### config.mk
export PLATFORM = sky130hd
export DESIGN_NAME = multicycle_control
export DESIGN_NICKNAME = d
export VERILOG_FILES = /design/src/rtl/multicycle_control.sv
export SDC_FILE = /design/constraint.sdc
export NUM_CORES = 1
export LEC_CHECK = 0
export ABC_AREA = 1
export BUFFER_PORTS_ARGS = -buffer_cell sky130_fd_sc_hd__buf_2
export CAP_MARGIN = 20
export CORE_MARGIN = 8
export CORE_UTILIZATION = 35
export DETAILED_ROUTE_END_ITERATION = 12
export GPL_TIMING_DRIVEN = 0
export PLACE_DENSITY = 0.68
export SETUP_SLACK_MARGIN = 0.1
export SYNTH_ARGS = -nofsm -noshare
export SYNTH_HDL_FRONTEND = slang
export SYNTH_SLANG_ARGS = --single-unit
### constraint.sdc
create_clock -name clk -period 3.2 [get_ports clk]
set_input_delay 0.8 -clock clk [delete_from_list [all_inputs] [get_ports clk]]
set_output_delay 0.8 -clock clk [all_outputs]
set_load 0.02 [all_outputs]
### src/rtl/multicycle_control.sv
// Multi-cycle processor control FSM: fetch/decode/execute/memory/writeback sequencing,
// memory handshake, sticky illegal-opcode flag and retired-instruction counter.
module multicycle_control (
  input  logic        clk,
  input  logic        rst,
  input  logic [6:0]  opcode,
  input  logic        mem_ready,
  input  logic        branch_taken,
  input  logic        halt_req,
  output logic        mem_req,
  output logic        mem_we,
  output logic        mem_addr_sel,
  output logic        ir_we,
  output logic        pc_we,
  output logic        pc_sel,
  output logic        alu_src_b,
  output logic [1:0]  alu_op,
  output logic        reg_we,
  output logic        wb_sel,
  output logic [2:0]  state,
  output logic        illegal,
  output logic [31:0] instr_count
);

  typedef enum logic [2:0] {
    StFetch  = 3'd0,
    StDecode = 3'd1,
    StExec   = 3'd2,
    StMem    = 3'd3,
    StWb     = 3'd4,
    StHalt   = 3'd5
  } state_e;

  typedef enum logic [1:0] {
    ClsR,
    ClsLoad,
    ClsStore,
    ClsBranch
  } cls_e;

  localparam logic [6:0] OpR      = 7'b0000000;
  localparam logic [6:0] OpLoad   = 7'b0100011;
  localparam logic [6:0] OpStore  = 7'b0101011;
  localparam logic [6:0] OpBranch = 7'b0000100;

  localparam logic [1:0] AluAdd   = 2'b00;
  localparam logic [1:0] AluSub   = 2'b01;
  localparam logic [1:0] AluFunct = 2'b10;

  state_e      state_q, state_d;
  cls_e        cls_q, cls_d;
  logic        illegal_q, illegal_d;
  logic [31:0] count_q, count_d;

  cls_e        dec_cls;
  logic        dec_legal;
  logic        retire;

  always_comb begin
    dec_cls   = ClsR;
    dec_legal = 1'b1;
    unique case (opcode)
      OpR:      dec_cls = ClsR;
      OpLoad:   dec_cls = ClsLoad;
      OpStore:  dec_cls = ClsStore;
      OpBranch: dec_cls = ClsBranch;
      default:  dec_legal = 1'b0;
    endcase
  end

  always_ff @(posedge clk or posedge rst) begin
    if (rst) begin
      state_q   <= StFetch;
      cls_q     <= ClsR;
      illegal_q <= 1'b0;
      count_q   <= 32'd0;
    end else begin
      state_q   <= state_d;
      cls_q     <= cls_d;
      illegal_q <= illegal_d;
      count_q   <= count_d;
    end
  end

  // Next state plus the input-dependent strobes (ir_we, pc_we, pc_sel).
  always_comb begin
    state_d   = state_q;
    cls_d     = cls_q;
    illegal_d = illegal_q;
    retire    = 1'b0;
    ir_we     = 1'b0;
    pc_we     = 1'b0;
    pc_sel    = 1'b0;
    case (state_q)
      StFetch: begin
        if (mem_ready) begin
          ir_we   = 1'b1;
          state_d = StDecode;
        end
      end
      StDecode: begin
        cls_d = dec_cls;
        if (dec_legal) begin
          state_d = StExec;
        end else begin
          state_d   = StHalt;
          illegal_d = 1'b1;
        end
      end
      StExec: begin
        unique case (cls_q)
          ClsR:              state_d = StWb;
          ClsLoad, ClsStore: state_d = StMem;
          ClsBranch: begin
            pc_we  = 1'b1;
            pc_sel = branch_taken;
            retire = 1'b1;
          end
          default:           state_d = StHalt;
        endcase
      end
      StMem: begin
        if (mem_ready) begin
          if (cls_q == ClsStore) begin
            pc_we  = 1'b1;
            retire = 1'b1;
          end else begin
            state_d = StWb;
          end
        end
      end
      StWb: begin
        pc_we  = 1'b1;
        retire = 1'b1;
      end
      StHalt:  state_d = StHalt;
      default: state_d = StHalt;
    endcase
    if (retire) begin
      state_d = halt_req ? StHalt : StFetch;
    end
  end

  assign count_d = retire ? count_q + 32'd1 : count_q;

  // Moore outputs decoded from the state and the class latched in DECODE.
  always_comb begin
    mem_req      = 1'b0;
    mem_we       = 1'b0;
    mem_addr_sel = 1'b0;
    alu_src_b    = 1'b0;
    alu_op       = AluAdd;
    reg_we       = 1'b0;
    wb_sel       = 1'b0;
    case (state_q)
      StFetch: mem_req = 1'b1;
      StExec: begin
        unique case (cls_q)
          ClsR:              alu_op = AluFunct;
          ClsLoad, ClsStore: alu_src_b = 1'b1;
          ClsBranch:         alu_op = AluSub;
          default:           alu_op = AluAdd;
        endcase
      end
      StMem: begin
        mem_req      = 1'b1;
        mem_addr_sel = 1'b1;
        mem_we       = (cls_q == ClsStore);
      end
      StWb: begin
        reg_we = 1'b1;
        wb_sel = (cls_q == ClsLoad);
      end
      default: ;
    endcase
  end

  assign state       = state_q;
  assign illegal     = illegal_q;
  assign instr_count = count_q;

endmodule

-- After elaboration in Yosys (flattened, before gate mapping)
Index checks and enable logic that the tools add are counted.
- equal/unequal tests: 15
- muxes and demuxes: 27
- reduce and logical (&&, ||, !) cells: 8
- add/sub/neg operators: 1
- bitwise logic cells: 1
- operators with widths (kind ; number):
    32-bit by 1-bit adder with 32-bit output, second input constant ; 1
    3-bit two-way mux ; 6
    1-bit two-way mux ; 15
    3-bit one-hot mux with 5 select lines ; 1
    7-bit by 6-bit equality test with 1-bit output, second input constant ; 2
    3-bit != test, second input constant ; 3
    7-bit by 3-bit equality test with 1-bit output, second input constant ; 1
    7-bit logical NOT ; 1
    3-bit by 2-bit equality test with 1-bit output, second input constant ; 2
    2-bit one-hot mux with 3 select lines ; 1
    3-bit one-hot mux with 2 select lines ; 1
    5-bit AND reduction ; 1
    2-bit equality test, second input constant ; 2
    4-bit by 2-bit != test with 1-bit output, second input constant ; 1
    2-bit one-hot mux with 2 select lines ; 1
    2-bit OR reduction ; 2
    4-bit OR reduction ; 1
    3-bit by 1-bit equality test with 1-bit output, second input constant ; 1
    3-bit equality test, second input constant ; 1
    3-bit logical NOT ; 1
    1-bit one-hot mux with 3 select lines ; 1
    2-bit by 1-bit equality test with 1-bit output, second input constant ; 1
    2-bit logical NOT ; 1
    2-bit two-way mux ; 1
    other kinds (3) ; 3
- word-level logic and storage cells: 56
- input bits: 12
- bits in registers: 38

-- Logic depth before layout (Yosys ltp)
Gate-level depths: netlist (run 1).
- depth after elaboration: 6
- mapped depth: 11
- depth with buffers taken out: 11

-- Least setup slack after synthesis (run 1)
No wires, ideal clock.
- kind: reg-to-output
- start: register state_q[1], in the netlist state[1]
- end: output pc_we
- path slack: 1.055 ns
- data arrival time: 1.345 ns
- stages on the path, launching flop included: 6
- buffers on the path: 1
- required time: 2.400 ns
- path through: dfrtp_1 > nand2_1 > nor2_2 > nand2_1 > nand3_2 > buf_2
- word-level cells in the longest chain between the ends: 2
- ends and longest elaborated chain (what ; RTL line ; text):
    start: declaration ; 50 ; state_e state_q, state_d;
    start signal: assignment ; 73 ; state_q <= StFetch;
    start signal: assignment ; 78 ; state_q <= state_d;
    3-bit equality test / 3-bit by 2-bit equality test with 1-bit output (equally long branches) ; 94 ; case (state_q)
    1-bit one-hot mux with 3 select lines (*) ; 94 ;
    end: declaration ; 14 ; output logic pc_we,
Every way passes the cells marked *; elsewhere a longest branch is shown, timed or not.

-- Final worst setup path (run 1)
- start: register cls_q[0]
- end: output pc_we
- word-level cells in the longest chain between the ends: 4
- ends and longest elaborated chain (what ; RTL line ; text):
    start: declaration ; 51 ; cls_e cls_q, cls_d;
    start signal: assignment ; 74 ; cls_q <= ClsR;
    start signal: assignment ; 79 ; cls_q <= cls_d;
    2-bit equality test ; 124 ; if (cls_q == ClsStore) begin
    1-bit two-way mux ; 124 ;
    1-bit two-way mux ; 123 ; if (mem_ready) begin
    1-bit one-hot mux with 3 select lines (*) ; 94 ;
Marks and branches as above.

==> results of run 1 <==
## state kept, by name, summed over array words and instances (netlist names)
name / cells
illegal: 1
instr_count: 32
state: 3
cls_q: 2
## kinds of logic (layout without fill, tap and decap cells)
family / count (synthesis) / count (layout)
compound gates: 8 / 8
xor+xnor: 20 / 20
fa+ha+maj: 5 / 5
buf+inv: 35 / 101
flops: 38 / 38
simple gates: 246 / 246
## cell usage after synthesis (all sizes together), types with 3 or more instances
cell type	number
buf	4
dfrtp	38
ha	5
inv	31
nand2	150
nand3	15
nand3b	11
nor2	66
o21ai	3
xnor2	16
xor2	4
## worst max-delay path: cells and delay by family, from the launching register on
kind	cells	cell delay (ns)
adders and majority gates	1	0.18
DFF	1	0.41
and+or+nand+nor	3	0.31
buffers and inverters	4	0.63
## cell type report
cell class | instances | area, um2
plain buffers | 4 | 31.28
inverters | 31 | 116.4
fillers | 699 | 3847
repair buffers | 58 | 290.3
multi-input cells | 279 | 1291
flip-flops and latches | 38 | 950.9
clock buffers | 7 | 86.33
clock inverters | 1 | 5.005
well taps | 80 | 100.1
## report_power, final
part | leakage [uW] | switching, uW | internal [uW] | total, uW
Sequential | 0.000504 | 50.5 | 523 | 573
Combinational | 0.000882 | 278 | 135 | 412
Clock | 0.0000482 | 166 | 174 | 340
## stage by stage
| step | hold WS, ns | cell area [um2] |
|---|---|---|
| final | 0.4760 | 2872 |
| after floorplan | 0.5696 | 2390 |
| after global routing | 0.5358 | 2872 |
| after global placement | 0.4630 | 2780 |
| after CTS | 0.4849 | 2872 |
| after detailed placement | 0.4683 | 2780 |
## layer usage
| metal | part of all wire [%] | vias to the layer above |
|---|---|---|
| met5 | 0 | - |
| met4 | 1.0 | 0 |
| met3 | 5.3 | 5 |
| met2 | 47 | 65 |
| met1 | 47 | 1030 |
| li1 | - | 1208 |
## worst paths after layout
path	slack, ns	to	startpoint	cells past startpoint
worst min-delay path	0.48	illegal	illegal	2
worst max-delay path	0.58	pc_we	cls_q[0]	8
worst max register to register	1.50	instr_count[22]	instr_count[0]	7
worst min register to register	0.48	illegal	illegal	2
min in group asynchronous	0.66	instr_count[12]	rst	2
max in group asynchronous	2.05	instr_count[24]	rst	2
==> results.tsv, run 1 <==
metric	value	unit
status	complete, no violations	
largest family of logic cells by synthesized area	simple AND/OR/NAND/NOR gates	
HPWL Detailed	4934	um
Cells after Synth	352	
antenna cells	0	
worst slew pin tran	0.7874	ns
peak supply drop	0.1611	mV
Mean Syn Cell Area	6.789	um2
P_leak	0.001435	uW
Total Wirelength	6102	um
# resized after CTS	0	
worst-skew pair later-pin latency	0.29	ns
Worst Setup Start Kind	flop	
first-pass GRT wire length	10460	um
total congestion overflow	0	
nets@finish	434	
initial antenna violation count	0	
post-synth cell types	24	
CP cell instances	inv_1 -> ha_1 -> nand2_1 -> inv_1 -> nand2_1 -> nand3_2 -> buf_2 -> buf_2	
CTS sink count	38	
Slew headroom	47.43	%
placer congestion estimate	0.9458	
area of the core	0.006719	mm2
TritonRoute pass-1 iters	4	
# Post-CTS Setup Buffers	0	
Top FF cell, synth	dfrtp_1	
fraction of registers with async set/reset	100.0	%
met1 Track Usage GR	16.34	%
commonest non-fill, non-tap cell in the layout	nand2_1	
Synth area leaders	dfrtp_1 (40%), nand2_1 (24%), nor2_1 (10%)	
clock skew	0.004010	ns
slowest cell delay on critical path	0.41	ns
Clock Root Buffer	clkbuf_8	
iteration-0 DRC count of the detailed router	103	
Die ar.	0.009728	mm2
most frequent cells in the layout	nand2_1 (150), nor2_1 (64), buf_2 (59)	
IO Count	59	
drt wl/cell	12.25	um
clk slew on worst S/H paths	0.07	ns
synthesis-stage register bit count	38	
CTS tree	built	
Hold Crit Class	reg -> reg	
vias in the first global route	2236	
fin cells	498	
Fmax	381.6	MHz
number of CTS-inserted buffers	5	
Tcrit/Tclk final	81.89	%
min Tclk post-route	2.621	ns
GRT met2 Usage	22.08	%
Post-synth EDFFs	0	
largest net degree at the start of global routing	39	
FP Rows	30	
synth warn	0	
Synth Cell Area	0.002390	mm2
# setup viols final	0	
compound-cell area share of the yosys netlist	1.990	%
pre-CTS setup slack	0.6608	ns
Area growth syn-to-layout	20.16	%
Chip Height	98.63	um
clock tree buffer depth	2	
placed cells	490	
met3 Use GR	2.819	%
Die W	98.63	um
max-cap viol count	0	
IO buf count	58	
Simple-Gate Fraction of Synth Area	42.09	%
post-synth top area share	39.79	%
Final WS setup	0.5794	ns
worst path required time	2.40	ns
max-slew violations	0	
CP max FO	10	
Crit path arrival time	1.82	ns
Via density	4.635	
Synth Area in XOR/XNOR	7.330	%
RSZ-0062 raised after global routing	false	
starting density of the core	35.57	%
share of cells above drive strength 1	17.94	%
sequential area share after synthesis	39.79	%
level count of the clock H-tree	2	
post-layout util	42.74	%
Critical Path Slowest Stage Cell	dfrtp_1	
Routed Antenna Nets	0	
Final Power	1326	uW
DR vias	2308	
Setup TNS	0	ns
DRC Markers	0	
hold_buf cts	0	
gr usage total	13.07	%
PD cells	461.7	mW/mm2
cell taking the most area after synthesis	dfrtp_1	
Hold Vio Cnt, Final	0	
Syn Nets	369	
Crit. End Element	output port	
Top Usage Layer GRT	met2	
post-synthesis adder-cell area fraction	2.618	%
Setup CP Type	reg -> out	
mux share of post-synthesis cell area	0	%
(Power assumes the default switching activity.)
==> inputs of run 2 (changes only) <==
--- a/config.mk
+++ b/config.mk
@@ -12,7 +12,7 @@
 export CORE_UTILIZATION = 35
 export DETAILED_ROUTE_END_ITERATION = 12
 export GPL_TIMING_DRIVEN = 0
-export PLACE_DENSITY = 0.68
+export PLACE_DENSITY = 0.7
 export SETUP_SLACK_MARGIN = 0.1
 export SYNTH_ARGS = -nofsm -noshare
 export SYNTH_HDL_FRONTEND = slang
==> constraint.sdc (replaced) <==
create_clock -name clk -period 2.25 [get_ports clk]
set_input_delay 0.5625 -clock clk [delete_from_list [all_inputs] [get_ports clk]]
set_output_delay 0.5625 -clock clk [all_outputs]
set_load 0.02 [all_outputs]
==> results.tsv, run 2 (synthesis gave the netlist of run 1 again) <==
metric	value	unit	change
Setup TNS	0	ns	unchanged
level count of the clock H-tree	2		unchanged
largest net degree at the start of global routing	39		unchanged
Hold Crit Class	in -> async		
worst r2r dst	instr_count[19]		
vias in the first global route	2335		+4.4%
min Tclk post-route	2.083	ns	
TritonRoute pass-1 iters	4		unchanged
Worst Setup Start Kind	flop		
clock skew	0.004952	ns	+0.0009425 ns
commonest non-fill, non-tap cell in the layout	nand2_1		
met2 WL	2960	um	+3.8%
clock tree buffer depth	2		unchanged
Setup CP Type	reg -> out		
iteration-0 DRC count of the detailed router	84		-18%
max-cap viol count	0		unchanged
share of cells above drive strength 1	19.67	%	+1.7 points
first-pass GRT wire length	10850	um	+3.7%
Die ar.	0.009728	mm2	unchanged
setup slack, reg-to-reg	0.48	ns	-1.02 ns
CP cell instances	inv_2 -> ha_4 -> nand2_1 -> inv_1 -> nand2_2 -> nand3_4 -> buf_8 -> buf_4		
antenna cells	0		unchanged
Fmax	480.1	MHz	
DR top layer	met4		
M1 wire length	3093	um	+7.9%
Crit path arrival time	1.52	ns	-0.30 ns
number of CTS-inserted buffers	5		unchanged
Clock Root Buffer	clkbuf_8		
RSZ-0062 raised after global routing	false		
fin area	0.002942	mm2	+2.4%
P_leak	0.001458	uW	+1.6%
area of the core	0.006719	mm2	unchanged
Hold Vio Cnt, Final	0		unchanged
Tcrit/Tclk final	92.57	%	
Critical Path Slowest Stage Cell	dfrtp_1		
worst-skew pair later-pin latency	0.29	ns	about the same
slowest cell delay on critical path	0.41	ns	about the same
Die W	98.63	um	unchanged
worst path required time	1.69	ns	-0.71 ns
DRC Markers	0		unchanged
CTS sink count	38		unchanged
pre-CTS setup slack	0.1592	ns	-0.5015 ns
status	complete, no violations		
Final Power	1988	uW	+50%
most frequent cells in the layout	nand2_1 (149), nor2_1 (64), buf_2 (57)		
Total Wirelength	6507	um	+6.6%
FP Rows	30		unchanged
met3 WL	315	um	-2.2%
CTS tree	built		
Slew headroom	46.49	%	-0.94 points
HPWL Detailed	5066	um	+2.7%
hold_buf cts	0		unchanged
placer congestion estimate	0.8978		-5.1%
initial antenna violation count	0		unchanged
Area growth syn-to-layout	23.09	%	
CP max FO	5		-5
Chip Height	98.63	um	unchanged
peak supply drop	0.2295	mV	+43%
drt wl/cell	12.96	um	+5.8%
Buf/Inv on CP	4		unchanged
Routed Antenna Nets	0		unchanged
IO buf count	58		unchanged
DR vias	2363		+2.4%
clk slew on worst S/H paths	0.07	ns	about the same
worst slew pin tran	0.8014	ns	+0.01404 ns
IO Count	59		unchanged
dpl cell area	0.002780	mm2	unchanged
nets@finish	438		+0.92%
# setup viols final	0		unchanged
Crit. End Element	output port		
total congestion overflow	0		unchanged
gr usage total	13.66	%	+0.59 points
RR Startpoint	cls_q[0]		
Final WS setup	0.1671	ns	-0.4123 ns
Via density	4.707		+1.6%
PD cells	675.8	mW/mm2	+46%
critical path's top delay family	buffers and inverters		
max-slew violations	0		unchanged
max FFs per register	32		unchanged
starting density of the core	35.57	%	unchanged
R2R depth	13		+6
post-layout util	43.78	%	+1.0 points
-- run 2: how the worst max path moves through the flow --
stage,endpoint,cells past startpoint,from
global route,pc_we,8,cls_q[0]
floorplan,pc_we,5,state[1]
detailed placement,pc_we,8,cls_q[0]
finish,pc_we,8,cls_q[0]
global placement,pc_we,8,cls_q[0]
CTS,pc_we,8,cls_q[0]
-- run 2: per-layer routing --
layer | vias up | track usage (%)
met5 | - | 0
met4 | 0 | 5.077
met3 | 12 | 3.101
met2 | 57 | 22.24
met1 | 1076 | 17.16
li1 | 1218 | -
-- run 2: what timing repair did --
item,in CTS,in global routing
resized for setup,6,4
gates cloned,0,0
setup buffers,2,2
endpoints found under the setup margin,1,1
-- run 2: cell type report --
class	count	area, um2
flip-flops and latches	38	950.9
multi-input cells	279	1319
inverters	31	116.4
clock buffers	7	86.33
clock inverters	1	5.005
well taps	80	100.1
repair buffers	62	322.8
fillers	734	3777
plain buffers	4	41.29
-- run 2: through the flow --
step,std cells,hold WS [ns]
finish,502,0.4200
global route,502,0.5053
CTS,500,0.4668
detailed placement,490,0.4740
global placement,490,0.4613
floorplan,352,0.5696
-- run 2: where the power goes --
part           internal [uW]  switching, uW  total (uW)
sequential               743           74.6         818
combinational            250            431         680
clock                    247            242         490
==> inputs of run 3 (changes only) <==
--- a/config.mk
+++ b/config.mk
@@ -12,7 +12,7 @@
 export CORE_UTILIZATION = 35
 export DETAILED_ROUTE_END_ITERATION = 12
 export GPL_TIMING_DRIVEN = 0
-export PLACE_DENSITY = 0.7
+export PLACE_DENSITY = 0.68
 export SETUP_SLACK_MARGIN = 0.1
 export SYNTH_ARGS = -nofsm -noshare
 export SYNTH_HDL_FRONTEND = slang
==> constraint.sdc (replaced) <==
create_clock -name clk -period 2.5 [get_ports clk]
set_input_delay 0.625 -clock clk [delete_from_list [all_inputs] [get_ports clk]]
set_output_delay 0.625 -clock clk [all_outputs]
set_load 0.02 [all_outputs]
==> results.tsv, run 3 (synthesis gave the netlist of run 1 again) <==
metric	value	unit	change
status	complete, no violations		
first-pass GRT wire length	10460	um	-3.6%
TritonRoute pass-1 iters	4		unchanged
P_leak	0.001458	uW	about the same
antenna cells	0		unchanged
gr usage total	13.07	%	-0.59 points
clock tree buffer depth	2		unchanged
IO Count	59		unchanged
IO buf count	58		unchanged
Critical Path Slowest Stage Cell	dfrtp_1		
R2R depth	7		-6
Slew headroom	47.43	%	+0.94 points
largest net degree at the start of global routing	39		unchanged
nets@finish	438		unchanged
total congestion overflow	0		unchanged
Crit path arrival time	1.65	ns	+0.13 ns
Final Power	1754	uW	-12%
initial antenna violation count	0		unchanged
Setup CP Type	reg -> out		
Hold Crit Class	in -> async		
sequential power share	41.5	%	+0.4 points
Combinational Power Share	33.5	%	-0.7 points
HPWL Detailed	4934	um	-2.6%
switch share	36.92	%	-0.70 points
CTS tree	built		
Worst Setup Start Kind	flop		
most frequent cells in the layout	nand2_1 (150), nor2_1 (64), buf_2 (58)		
level count of the clock H-tree	2		unchanged
vias in the first global route	2235		-4.3%
worst slew pin tran	0.7874	ns	-0.01406 ns
commonest non-fill, non-tap cell in the layout	nand2_1		
Crit. End Element	output port		
Buf/Inv on CP	3		-1
fin cells	502		unchanged
Chip Height	98.63	um	unchanged
Total Wirelength	6172	um	-5.1%
Hold Vio Cnt, Final	0		unchanged
max-slew violations	0		unchanged
pre-CTS setup slack	0.3108	ns	+0.1515 ns
placed cells	490		unchanged
critical path's top delay family	buffers and inverters		
CP max FO	10		+5
share of cells above drive strength 1	18.72	%	-0.95 points
max-cap viol count	0		unchanged
Via density	4.594		-2.4%
Clock power frac	25.0	%	+0.4 points
DRC Markers	0		unchanged
clock skew	0.003503	ns	-0.001449 ns
Fmax	440.0	MHz	
slowest cell delay on critical path	0.38	ns	-0.03 ns
area of the core	0.006719	mm2	unchanged
Fillers	695		-5.3%
Die ar.	0.009728	mm2	unchanged
iteration-0 DRC count of the detailed router	86		+2.4%
P_sw	647.8	uW	-13%
number of CTS-inserted buffers	5		unchanged
# setup viols final	0		unchanged
DR vias	2306		-2.4%
min Tclk post-route	2.273	ns	
starting density of the core	35.57	%	unchanged
worst path required time	1.88	ns	+0.19 ns
PD cells	601.8	mW/mm2	-11%
CP cell instances	buf_4 -> ha_1 -> nand3_1 -> nand3_4 -> buf_6 -> buf_2		
Routed Antenna Nets	0		unchanged
Setup TNS	0	ns	unchanged
max FFs per register	32		unchanged
placer congestion estimate	0.9458		+5.3%
Clock Root Buffer	clkbuf_8		
CP Launch Point	cls_q[0]		
clk slew on worst S/H paths	0.07	ns	about the same
CTS sink count	38		unchanged
Pint	1107	uW	-11%
RSZ-0062 raised after global routing	false		
worst r2r dst	instr_count[22]		
Tcrit/Tclk final	90.90	%	
peak supply drop	0.2227	mV	-3.0%
setup slack, reg-to-reg	0.80	ns	+0.32 ns
FP Rows	30		unchanged
Final WS setup	0.2274	ns	+0.06027 ns
Area growth syn-to-layout	21.99	%	
RR Startpoint	instr_count[0]		
worst-skew pair later-pin latency	0.29	ns	about the same
drt wl/cell	12.29	um	-5.1%
Die W	98.63	um	unchanged
==> run 3: power groups by stage <==
| stage | sequential (uW) | combinational [uW] | clock (uW) |
|---|---|---|---|
| 5_1_grt | 738 | 657 | 472 |
| 3_5_place_dp | 746 | 535 | 0 |
| 2_1_floorplan | 789 | 325 | 0 |
| 3_3_place_gp | 745 | 530 | 0 |
| 6_report | 729 | 587 | 438 |
| 4_1_cts | 734 | 549 | 447 |
==> run 3: layout make-up <==
class | instances | area, um2 | area share [%]
timing repair buffer | 62 | 320.3 | 10.99
sequential | 38 | 950.9 | 32.62
clock inverter | 1 | 5.005 | 0.1717
inverter | 31 | 116.4 | 3.991
clock buffer | 7 | 86.33 | 2.961
buffer | 4 | 37.54 | 1.288
tap | 80 | 100.1 | 3.433
multi-input combinational | 279 | 1299 | 44.55
==> run 3: timing repair <==
action | 4_1_cts | 5_1_grt
hold buffers | 0 | 0
gates resized for setup | 2 | 1
cloned | 0 | 0
endpoints found under the setup margin | 1 | 1
buffers inserted | 0 | 4
==> run 3: routing by layer <==
metal / vias up / wire length (um) / GRT usage (%)
met1: 1039 / 2931 / 16.34
li1: 1214 / - / -
met2: 49 / 2905 / 22.08
met4: 0 / 65 / 3.542
met5: - / 0 / 0
met3: 4 / 269 / 2.819
==> run 3: worst max path at each step <==
stage / slack [ns] / cells past startpoint / to
finish: 0.23 / 6 / pc_we
global route: 0.13 / 6 / pc_we
global placement: 0.33 / 7 / pc_we
CTS: 0.14 / 8 / pc_we
detailed placement: 0.31 / 7 / pc_we
floorplan: 0.53 / 5 / pc_we
==> run 3: worst reg2reg max path: stages (launching register included) <==
cell and delay [ns]:
dfrtp_1 0.43, ha_1 0.25, inv_1 0.07, nor2_1 0.20, nand3_1 0.11, nor2_1 0.24
nand3_1 0.15, xnor2_1 0.15
==> run 3: stage by stage <==
stage               util [%]  hold slack [ns]  instance area (um2)
global placement       41.38           0.4630                 2780
global route           43.39           0.5358                 2915
detailed placement     41.38           0.4683                 2780
CTS                    42.89           0.4849                 2882
floorplan                  -           0.5696                 2390
finish                 43.39           0.4765                 2915
